$ cat src/rtl/vga_sprite_display_module_pkg.sv
// Shared VGA constants for the sprite display stage: visible timing, RGB565
// layout and the background / transparency colours.
package vga_defs;

    localparam int H_ACTIVE = 800;
    localparam int V_ACTIVE = 600;

    localparam int R_W = 5;
    localparam int G_W = 6;
    localparam int B_W = 5;

    localparam logic [15:0] BG_COLOR  = 16'h001F;
    localparam logic [15:0] KEY_COLOR = 16'hF81F;

    typedef logic [R_W+G_W+B_W-1:0] rgb565_t;

    typedef enum logic {
        DIR_POS = 1'b0,
        DIR_NEG = 1'b1
    } dir_e;

endpackage

$ cat src/rtl/vga_sprite_display_module_if.sv
// Sprite ROM bus: address out, RGB565 word back one clock later.
interface vga_sprite_display_module_if;
    logic [11:0] rom_addr;
    logic [15:0] rom_data;

    modport master (output rom_addr, input rom_data);
    modport slave  (input rom_addr, output rom_data);
endinterface

$ cat src/rtl/vga_sprite_display_module_sprite_pos_ctrl.sv
// Per-frame bounce controller: each axis steps by STEP on frame_tick and
// clamps to the screen edge for exactly one frame before reversing.
module sprite_pos_ctrl #(
    parameter int H_ACTIVE = vga_defs::H_ACTIVE,
    parameter int V_ACTIVE = vga_defs::V_ACTIVE,
    parameter int SPR_W    = 64,
    parameter int SPR_H    = 64,
    parameter int STEP     = 2
) (
    input  logic        vga_clk,
    input  logic        rst,
    input  logic        frame_tick,
    output logic [10:0] spr_x,
    output logic [10:0] spr_y
);
    import vga_defs::*;

    genvar gi;
    for (gi = 0; gi < 2; gi++) begin : g_axis
        localparam int LIMIT = (gi == 0) ? (H_ACTIVE - SPR_W) : (V_ACTIVE - SPR_H);

        logic [10:0] pos_reg, pos_next;
        dir_e        dir_reg, dir_next;

        always_ff @(posedge vga_clk) begin
            if (rst) begin
                pos_reg <= '0;
                dir_reg <= DIR_POS;
            end else begin
                pos_reg <= pos_next;
                dir_reg <= dir_next;
            end
        end

        // 12-bit sum so pos+STEP cannot wrap before the limit compare
        always_comb begin
            pos_next = pos_reg;
            dir_next = dir_reg;
            if (frame_tick) begin
                unique case (dir_reg)
                    DIR_POS: begin
                        if (({1'b0, pos_reg} + 12'(STEP)) >= 12'(LIMIT)) begin
                            pos_next = 11'(LIMIT);
                            dir_next = DIR_NEG;
                        end else begin
                            pos_next = pos_reg + 11'(STEP);
                        end
                    end
                    DIR_NEG: begin
                        if (pos_reg <= 11'(STEP)) begin
                            pos_next = '0;
                            dir_next = DIR_POS;
                        end else begin
                            pos_next = pos_reg - 11'(STEP);
                        end
                    end
                    default: ;
                endcase
            end
        end
    end

    assign spr_x = g_axis[0].pos_reg;
    assign spr_y = g_axis[1].pos_reg;

endmodule

$ cat src/rtl/vga_sprite_display_module.sv
// Pixel-colour stage behind the 800x600 sync generator: 3-clock pipeline that
// overlays a bouncing 64x64 ROM sprite on a solid background.
module vga_sprite_display_module #(
    parameter int          H_ACTIVE  = vga_defs::H_ACTIVE,
    parameter int          V_ACTIVE  = vga_defs::V_ACTIVE,
    parameter int          SPR_W     = 64,
    parameter int          SPR_H     = 64,
    parameter int          STEP      = 2,
    parameter logic [15:0] BG_COLOR  = vga_defs::BG_COLOR,
    parameter logic [15:0] KEY_COLOR = vga_defs::KEY_COLOR
) (
    input  logic                               vga_clk,
    input  logic                               rst,
    input  logic                               Ready_Sig,
    input  logic                               HSYNC_Sig,
    input  logic                               VSYNC_Sig,
    input  logic [10:0]                        Column_Addr_Sig,
    input  logic [10:0]                        Row_Addr_Sig,
    vga_sprite_display_module_if.master        rom,
    output logic                               VGA_HSYNC,
    output logic                               VGA_VSYNC,
    output logic [4:0]                         VGA_RED,
    output logic [5:0]                         VGA_GREEN,
    output logic [4:0]                         VGA_BLUE,
    output logic                               frame_tick
);
    import vga_defs::*;

    localparam int CB = $clog2(SPR_W);
    localparam int RB = $clog2(SPR_H);

    logic [10:0] spr_x, spr_y;
    logic        vsync_d_reg, frame_tick_reg;

    always_ff @(posedge vga_clk) begin
        if (rst) begin
            vsync_d_reg    <= 1'b1;
            frame_tick_reg <= 1'b0;
        end else begin
            vsync_d_reg    <= VSYNC_Sig;
            frame_tick_reg <= vsync_d_reg && !VSYNC_Sig;
        end
    end

    sprite_pos_ctrl #(
        .H_ACTIVE (H_ACTIVE),
        .V_ACTIVE (V_ACTIVE),
        .SPR_W    (SPR_W),
        .SPR_H    (SPR_H),
        .STEP     (STEP)
    ) u_pos (
        .vga_clk    (vga_clk),
        .rst        (rst),
        .frame_tick (frame_tick_reg),
        .spr_x      (spr_x),
        .spr_y      (spr_y)
    );

    // Stage 0: hit test in 12 bits so spr_x+SPR_W at the right edge cannot wrap
    logic [11:0]   col_w, row_w, sx_w, sy_w;
    logic [CB-1:0] col_off;
    logic [RB-1:0] row_off;
    logic          in_spr;

    assign col_w   = {1'b0, Column_Addr_Sig};
    assign row_w   = {1'b0, Row_Addr_Sig};
    assign sx_w    = {1'b0, spr_x};
    assign sy_w    = {1'b0, spr_y};
    assign col_off = Column_Addr_Sig[CB-1:0] - spr_x[CB-1:0];
    assign row_off = Row_Addr_Sig[RB-1:0] - spr_y[RB-1:0];
    assign in_spr  = Ready_Sig
                     && (col_w >= sx_w) && (col_w < sx_w + 12'(SPR_W))
                     && (row_w >= sy_w) && (row_w < sy_w + 12'(SPR_H));

    logic [11:0] rom_addr_reg;
    logic        rdy1_reg, spr1_reg, hs1_reg, vs1_reg;
    logic        rdy2_reg, spr2_reg, hs2_reg, vs2_reg;
    rgb565_t     rgb_reg;
    logic        hs3_reg, vs3_reg;

    always_ff @(posedge vga_clk) begin
        if (rst) begin
            rom_addr_reg <= '0;
            rdy1_reg     <= 1'b0;
            spr1_reg     <= 1'b0;
            hs1_reg      <= 1'b1;
            vs1_reg      <= 1'b1;
            rdy2_reg     <= 1'b0;
            spr2_reg     <= 1'b0;
            hs2_reg      <= 1'b1;
            vs2_reg      <= 1'b1;
            rgb_reg      <= '0;
            hs3_reg      <= 1'b1;
            vs3_reg      <= 1'b1;
        end else begin
            rom_addr_reg <= in_spr ? 12'({row_off, col_off}) : 12'd0;
            rdy1_reg     <= Ready_Sig;
            spr1_reg     <= in_spr;
            hs1_reg      <= HSYNC_Sig;
            vs1_reg      <= VSYNC_Sig;
            rdy2_reg     <= rdy1_reg;
            spr2_reg     <= spr1_reg;
            hs2_reg      <= hs1_reg;
            vs2_reg      <= vs1_reg;
            // rom_data answers the address issued one stage earlier
            if (!rdy2_reg)
                rgb_reg <= '0;
            else if (spr2_reg && rom.rom_data != KEY_COLOR)
                rgb_reg <= rom.rom_data;
            else
                rgb_reg <= BG_COLOR;
            hs3_reg      <= hs2_reg;
            vs3_reg      <= vs2_reg;
        end
    end

    assign rom.rom_addr = rom_addr_reg;
    assign VGA_RED      = rgb_reg[R_W+G_W+B_W-1 -: R_W];
    assign VGA_GREEN    = rgb_reg[G_W+B_W-1 -: G_W];
    assign VGA_BLUE     = rgb_reg[B_W-1:0];
    assign VGA_HSYNC    = hs3_reg;
    assign VGA_VSYNC    = vs3_reg;
    assign frame_tick   = frame_tick_reg;

endmodule

$ cat src/flat_wrapper.sv
// flat-port wrapper written by rule: the top's interface ports become plain ports
module vga_sprite_display_module_flat import vga_defs::*;
#(
    parameter int          H_ACTIVE  = vga_defs::H_ACTIVE,
    parameter int          V_ACTIVE  = vga_defs::V_ACTIVE,
    parameter int          SPR_W     = 64,
    parameter int          SPR_H     = 64,
    parameter int          STEP      = 2,
    parameter logic [15:0] BG_COLOR  = vga_defs::BG_COLOR,
    parameter logic [15:0] KEY_COLOR = vga_defs::KEY_COLOR
)
  (vga_clk, rst, Ready_Sig, HSYNC_Sig, VSYNC_Sig, Column_Addr_Sig, Row_Addr_Sig, VGA_HSYNC, VGA_VSYNC, VGA_RED, VGA_GREEN, VGA_BLUE, frame_tick, rom_rom_addr, rom_rom_data);
  vga_sprite_display_module_if rom_i ();
  input  logic vga_clk;
  input  logic rst;
  input  logic Ready_Sig;
  input  logic HSYNC_Sig;
  input  logic VSYNC_Sig;
  input  logic [10:0] Column_Addr_Sig;
  input  logic [10:0] Row_Addr_Sig;
  output logic VGA_HSYNC;
  output logic VGA_VSYNC;
  output logic [4:0] VGA_RED;
  output logic [5:0] VGA_GREEN;
  output logic [4:0] VGA_BLUE;
  output logic frame_tick;
  output wire logic [$bits(rom_i.rom_addr)-1:0] rom_rom_addr;
  input wire logic [$bits(rom_i.rom_data)-1:0] rom_rom_data;
  assign rom_rom_addr = rom_i.rom_addr;
  assign rom_i.rom_data = rom_rom_data;
  vga_sprite_display_module #(.H_ACTIVE(H_ACTIVE), .V_ACTIVE(V_ACTIVE), .SPR_W(SPR_W), .SPR_H(SPR_H), .STEP(STEP), .BG_COLOR(BG_COLOR), .KEY_COLOR(KEY_COLOR)) u_core (.vga_clk(vga_clk), .rst(rst), .Ready_Sig(Ready_Sig), .HSYNC_Sig(HSYNC_Sig), .VSYNC_Sig(VSYNC_Sig), .Column_Addr_Sig(Column_Addr_Sig), .Row_Addr_Sig(Row_Addr_Sig), .rom(rom_i), .VGA_HSYNC(VGA_HSYNC), .VGA_VSYNC(VGA_VSYNC), .VGA_RED(VGA_RED), .VGA_GREEN(VGA_GREEN), .VGA_BLUE(VGA_BLUE), .frame_tick(frame_tick));
endmodule
$ cat config.mk
export PLATFORM = sky130hd
export DESIGN_NAME = vga_sprite_display_module_flat
export DESIGN_NICKNAME = d
export VERILOG_FILES = /design/src/rtl/vga_sprite_display_module_pkg.sv /design/src/rtl/vga_sprite_display_module_if.sv /design/src/rtl/vga_sprite_display_module_sprite_pos_ctrl.sv /design/src/rtl/vga_sprite_display_module.sv /design/src/flat_wrapper.sv
export SDC_FILE = /design/constraint.sdc
export NUM_CORES = 1
export LEC_CHECK = 0
export CORE_MARGIN = 2
export CORE_UTILIZATION = 32
export DETAILED_ROUTE_END_ITERATION = 8
export PLACE_DENSITY = 0.53
export SETUP_SLACK_MARGIN = 0.3
export SLEW_MARGIN = 5
export SYNTH_ARGS = -nofsm -noshare
export SYNTH_HDL_FRONTEND = slang
export SYNTH_SLANG_ARGS = --single-unit
$ cat constraint.sdc
create_clock -name vga_clk -period 2.3 [get_ports vga_clk]
set_input_delay 0.46 -clock vga_clk [delete_from_list [all_inputs] [get_ports vga_clk]]
set_output_delay 0.46 -clock vga_clk [all_outputs]
set_load 0.1 [all_outputs]
# Yosys cells after proc, flatten, opt, wreduce, memory -nomap -nowiden

Cells that the tools add are included.

Add/subtract/negate cells: 10
Order comparisons: 8
Eq/ne operators: 1
Muxes and demuxes: 13
Bitwise logic cells: 5
Reductions and logical operators: 10

Operators with widths:

| operator                                                         | count |
|---|---|
| two-way mux 11 bit                                               | 4 |
| one-hot mux 11 bit (2 select lines)                              | 2 |
| adder 11 x 2 -> 12 bit (second input constant)                   | 2 |
| adder 11 x 7 -> 12 bit (second input constant)                   | 2 |
| >= comparator 12 x 10 -> 1 bit (second input constant)           | 2 |
| < comparator 11 x 12 -> 1 bit                                    | 2 |
| adder 11 x 2 -> 11 bit (second input constant)                   | 2 |
| >= comparator 11 bit                                             | 2 |
| less-or-equal comparator 11 x 2 -> 1 bit (second input constant) | 2 |
| subtractor 11 x 2 -> 11 bit (second input constant)              | 2 |
| != test 16 bit (second input constant)                           | 1 |
| subtractor 6 bit                                                 | 2 |
| logical AND 1 bit                                                | 6 |
| two-way mux 5 bit                                                | 1 |
| NOT 1 bit                                                        | 5 |
| two-way mux 1 bit                                                | 4 |
| one-hot mux 1 bit (2 select lines)                               | 2 |
| OR reduction 2 bit                                               | 2 |
| OR reduction 3 bit                                               | 1 |
| zero test 1 bit                                                  | 1 |

Register bits: 63
Input port bits: 43
Output and inout port bits: 31
Logic and storage cells: 65

# Longest topological paths before layout

Depth after elaboration: 7
Gate-level depth with buffers: 11
Depth with buffers taken out: 9

# Hierarchy

Synthesis repeated with hierarchy kept, for this count alone.

Cells, all modules: 513
Area, all modules: 4311.6 µm²

By module, submodules not included:

| module                    | instances | cells an instance | area each (µm²) | seq. area each (µm²) |
|---|---|---|---|---|
| vga_sprite_display_module | 1         | 245               | 2339.7          | 780.7 |
| sprite_pos_ctrl           | 1         | 268               | 1971.9          | 440.4 |

# Worst setup path after synthesis

No wires, ideal clock.

Path kind: reg-to-reg
From: register u_core.u_pos.g_axis[1].pos_reg[6], in the netlist u_core.u_pos.spr_y[6]
To: register u_core.rom_addr_reg[0], in the netlist u_core.rom.rom_addr[0]
Setup time: 0.078 ns
Arrival: 2.413 ns
Required time: 2.222 ns
Setup slack: -0.191 ns
Stages on the path, launching flop included: 11
Buffers on the path: 2
Period minus slack after synthesis: 2.491 ns
Cell sequence: dfxtp_1 -> buf_1 -> inv_1 -> ha_1 -> inv_1 -> ha_1 -> and4b_1 -> a221oi_1 -> o211ai_1 -> clkbuf_1 -> nor3_1

Longest elaborated chain between the ends: 5
Elaborated cells on any way between the ends: 7
Those cells by class: add/sub: 1; order compare: 2; bitwise: 1; reduce/logical: 3

RTL lines:

| item                                                               | RTL line                                        | source |
|---|---|---|
| start, declared                                                    | vga_sprite_display_module_sprite_pos_ctrl.sv:22 | `logic [10:0] pos_reg, pos_next;` |
| start signal, assigned                                             | vga_sprite_display_module_sprite_pos_ctrl.sv:30 | `pos_reg <= pos_next;` |
| adder 11 x 7 -> 12 bit or >= comparator 11 bit (tied branches)     | vga_sprite_display_module.sv:73                 | `&& (row_w >= sy_w) && (row_w < sy_w + 12'(SPR_H));` |
| < comparator 11 x 12 -> 1 bit or logical AND 1 bit (tied branches) | vga_sprite_display_module.sv:73                 |  |
| logical AND 1 bit (*)                                              | vga_sprite_display_module.sv:73                 |  |
| NOT 1 bit (no source line) (*)                                     | --                                              |  |
| OR reduction 2 bit (no source line) (*)                            | --                                              |  |
| end signal, assigned                                               | vga_sprite_display_module.sv:96                 | `rom_addr_reg <= in_spr ? 12'({row_off, col_off}) : 12'd0;` |
| end, declared                                                      | vga_sprite_display_module.sv:75                 | `logic [11:0] rom_addr_reg;` |

Mark *: on every way between the ends. The rest lies on a longest branch, timed or not.
A chain may end at the register's enable or synchronous reset.

# Worst setup path after layout

From: register u_core.u_pos.g_axis[0].pos_reg[6], in the netlist u_core.u_pos.spr_x[6]
To: register u_core.u_pos.g_axis[0].pos_reg[6], in the netlist u_core.u_pos.spr_x[6]

Longest elaborated chain between the ends: 4
Elaborated cells on any way between the ends: 8
Those cells by class: add/sub: 3; order compare: 2; mux: 3

RTL lines:

| item                                    | RTL line                                        | source |
|---|---|---|
| start, declared                         | vga_sprite_display_module_sprite_pos_ctrl.sv:22 |  |
| start signal, assigned                  | vga_sprite_display_module_sprite_pos_ctrl.sv:30 |  |
| adder 11 x 2 -> 12 bit                  | vga_sprite_display_module_sprite_pos_ctrl.sv:42 | `if (({1'b0, pos_reg} + 12'(STEP)) >= 12'(LIMIT)) begin` |
| >= comparator 12 x 10 -> 1 bit          | vga_sprite_display_module_sprite_pos_ctrl.sv:42 |  |
| two-way mux 11 bit                      | vga_sprite_display_module_sprite_pos_ctrl.sv:42 |  |
| one-hot mux 11 bit (2 select lines) (*) | vga_sprite_display_module_sprite_pos_ctrl.sv:40 | `unique case (dir_reg)` |

Marked as above.

==> flow_summary.ini <==
[setup_path]
critPathRequiredTime_ns = 2.52
cp_max_fo = 6
crit_arrival_ns = 2.38
critPathKind = flop to flop
r2r-start = u_core.u_pos.spr_x[6]
rrSetupSlack_ns = 0.14
start_kind = flop
r2r_cells = 7
crit_path_end_kind = flop
worstReg2RegEnd = u_core.u_pos.spr_x[6]

[sta]
layout_setup_ws_ns = 0.143
hold_viol = 0
max_freq_ghz = 0.464
slew_viol_final = 0
period_needed_ns = 2.16
relSlewSlack_pct = 63.1
setup_violations = 0
rsz0062_at_grt = yes
finClkSkew_ns = 0.00865
fin_crit_sh_pct = 93.8
whs_ns = 0.414
tightestPinTransition_ns = 0.553

[finish]
finalNetCount = 723
stdcell_count = 815
largest_reg_flops = 16
most-common-layout-cells = 104 x buf_4, 44 x dfxtp_1, 36 x nand2_1
syn_to_final_growth_pct = 55.6
final_common_cell = buf_4
diodes = 0
layout-drive-gt1-share_pct = 37.8

[yosys]
ys_types = 71
synth-seq-cells = 61
syn_inst = 496
async_reset_ff_share_pct = 0
synth_edf_count = 0
syn_nets = 581
synth_flop_cell = dfxtp_1
postSynthAreaPerCell_um2 = 8.33
yosysWarningCount = 0
synth_area_um2 = 4130
yosysSeqAreaShare_pct = 29.6

[grt]
grt_use_total_pct = 18.4
grt_start_max_net_pins = 21
antenna_found_initial = 0
grt_pass1_wl_um = 20600
grt_pass1_vias = 4052
grt.overflow.total = 0

[job]
maxCapViolCount = 0

[floorplan]
chipWidth_um = 118
die_height_um = 118
io_pins = 74
rows = 41
start_util_pct = 32.7
die_area_um2 = 13800
core_um2 = 12600

[route]
drc_errors = 0
initialDrtViolationCount = 289
dr.pass1.iters = 7
ant_nets = 0
vias = 4269
routed_wl_um = 13100
wl_per_cell_um = 16.0
via_per_inst = 5.24

[placed_design]
portBuffers = 73
post-dp-hpwl_um = 9370
gp_congestion = 0.915
dp_cells = 775
dp_slack_ns = -0.278

[min_path]
worstHoldPathCells = 2
min_path_type = flop to flop
min_to = u_core.frame_tick
min_from = u_core.vsync_d_reg

[clock_tree]
numCtsBuffers = 9
clock_path_buffers = 2
cts_tree = yes
clk-insertion-delay-late_ns = 0.34
clk_pin_slew_ns = 0.06
cts_max_level = 3
cts_sinks = 61
clock-root-buffer = clkbuf_16

[pwr]
powerDensity_nw_per_um2 = 529
p_total_uw = 3400
peakVddDrop_mv = 0.450
p_leak_uw = 0.00250

[run_status]
status = finished, final reports clean
==> final cells by class <==
cell class	instances	area (um2)
clock buffer	12	279
timing repair buffer	154	1300
inverter	36	145
fill	1183	6190
clock inverter	4	51.3
sequential	61	1260
multi-input combinational	376	3170
tap	172	215
==> power breakdown <==
part	leakage (uW)	switching [uW]	internal [uW]
registers	0.000506	39.5	1080
clock network	0.000159	516	971
logic	0.00183	410	384
==> repair_timing <==
item,CTS,global route
endpoints found under the setup margin,41,43
gates resized for setup,57,65
gates cloned,2,2
buffers inserted,12,8
hold buffers,0,0
pin swaps,23,30
==> Yosys cell counts (4+ instances only) <==
master,count,share of area [%]
nand2_1,36,3.3
ha_1,40,12
xnor2_1,14,3.0
nand4_1,11,1.7
xor2_1,8,1.7
a32oi_1,5,1.1
o2111ai_1,4,0.85
and2_1,15,2.3
or2_2,7,1.1
o211ai_1,9,1.6
a21oi_1,25,3.0
nor3_1,26,3.2
dfxtp_1,61,30
a21o_1,7,1.3
o22ai_1,5,0.76
inv_1,32,2.9
o21bai_1,4,0.73
o21ai_1,4,0.48
a211oi_1,8,1.5
clkbuf_1,17,1.5
nor2_1,28,2.5
o21a_1,4,0.73
nor2b_1,7,1.1
o21ai_0,19,2.3
nand3_1,13,1.6
a221oi_1,4,0.85
a22oi_1,4,0.73
==> how the worst max path moves through the flow <==
stage | endpoint | depth (start not counted) | slack [ns] | start
2_1_floorplan | u_core.rom.rom_addr[0] | 10 | 0.29 | u_core.u_pos.spr_y[6]
3_3_place_gp | u_core.rom.rom_addr[11] | 9 | -0.21 | Row_Addr_Sig[2]
3_5_place_dp | u_core.rom.rom_addr[5] | 8 | -0.28 | Column_Addr_Sig[2]
4_1_cts | u_core.rom.rom_addr[7] | 7 | 0.19 | u_core.u_pos.spr_x[6]
5_1_grt | u_core.rom.rom_addr[9] | 8 | 0.07 | u_core.u_pos.spr_x[7]
6_report | u_core.u_pos.spr_x[6] | 7 | 0.14 | u_core.u_pos.spr_x[6]
==> critical path, cell delays in order (launching register included) <==
cell and delay, ns:
dfxtp_4 0.38, buf_4 0.15, or4_4 0.51, o31a_1 0.38, buf_6 0.15, a221o_1 0.32
o21ai_2 0.07, a221oi_2 0.07
==> per-stage QoR <==
step | utilization [%] | setup TNS, ns | area, um2
floorplan | - | 0 | 4210
global placement | 42.8 | -3.84 | 5400
detailed placement | 42.8 | -4.99 | 5400
CTS | 48.1 | 0 | 6060
global route | 50.9 | 0 | 6420
finish | 50.9 | 0 | 6420
==> metal layers <==
layer  vias to the layer above  global-route usage [%]  wire [um]
li1                       2122                       -          -
met1                      1999                    24.0       5940
met2                       131                    29.9       6290
met3                        17                    4.07        612
met4                         0                    6.25        217
met5                         -                       0          0
==> logic make-up (layout without fill, tap and decap cells) <==
| group | Yosys count | count (layout) | share of synthesized area, % |
|---|---|---|---|
| DFF | 61 | 61 | 29.6 |
| xor gates and xnor gates | 22 | 22 | 4.67 |
| and+or+nand+nor | 174 | 175 | 22.6 |
| buffers and inverters | 61 | 206 | 6.09 |
| other | 2 | 2 | 0.182 |
| adders and majority gates | 42 | 42 | 13.1 |
| AOI/OAI and AO/OA | 134 | 135 | 23.8 |
No activity file was read; power rests on OpenSTA's default activity.
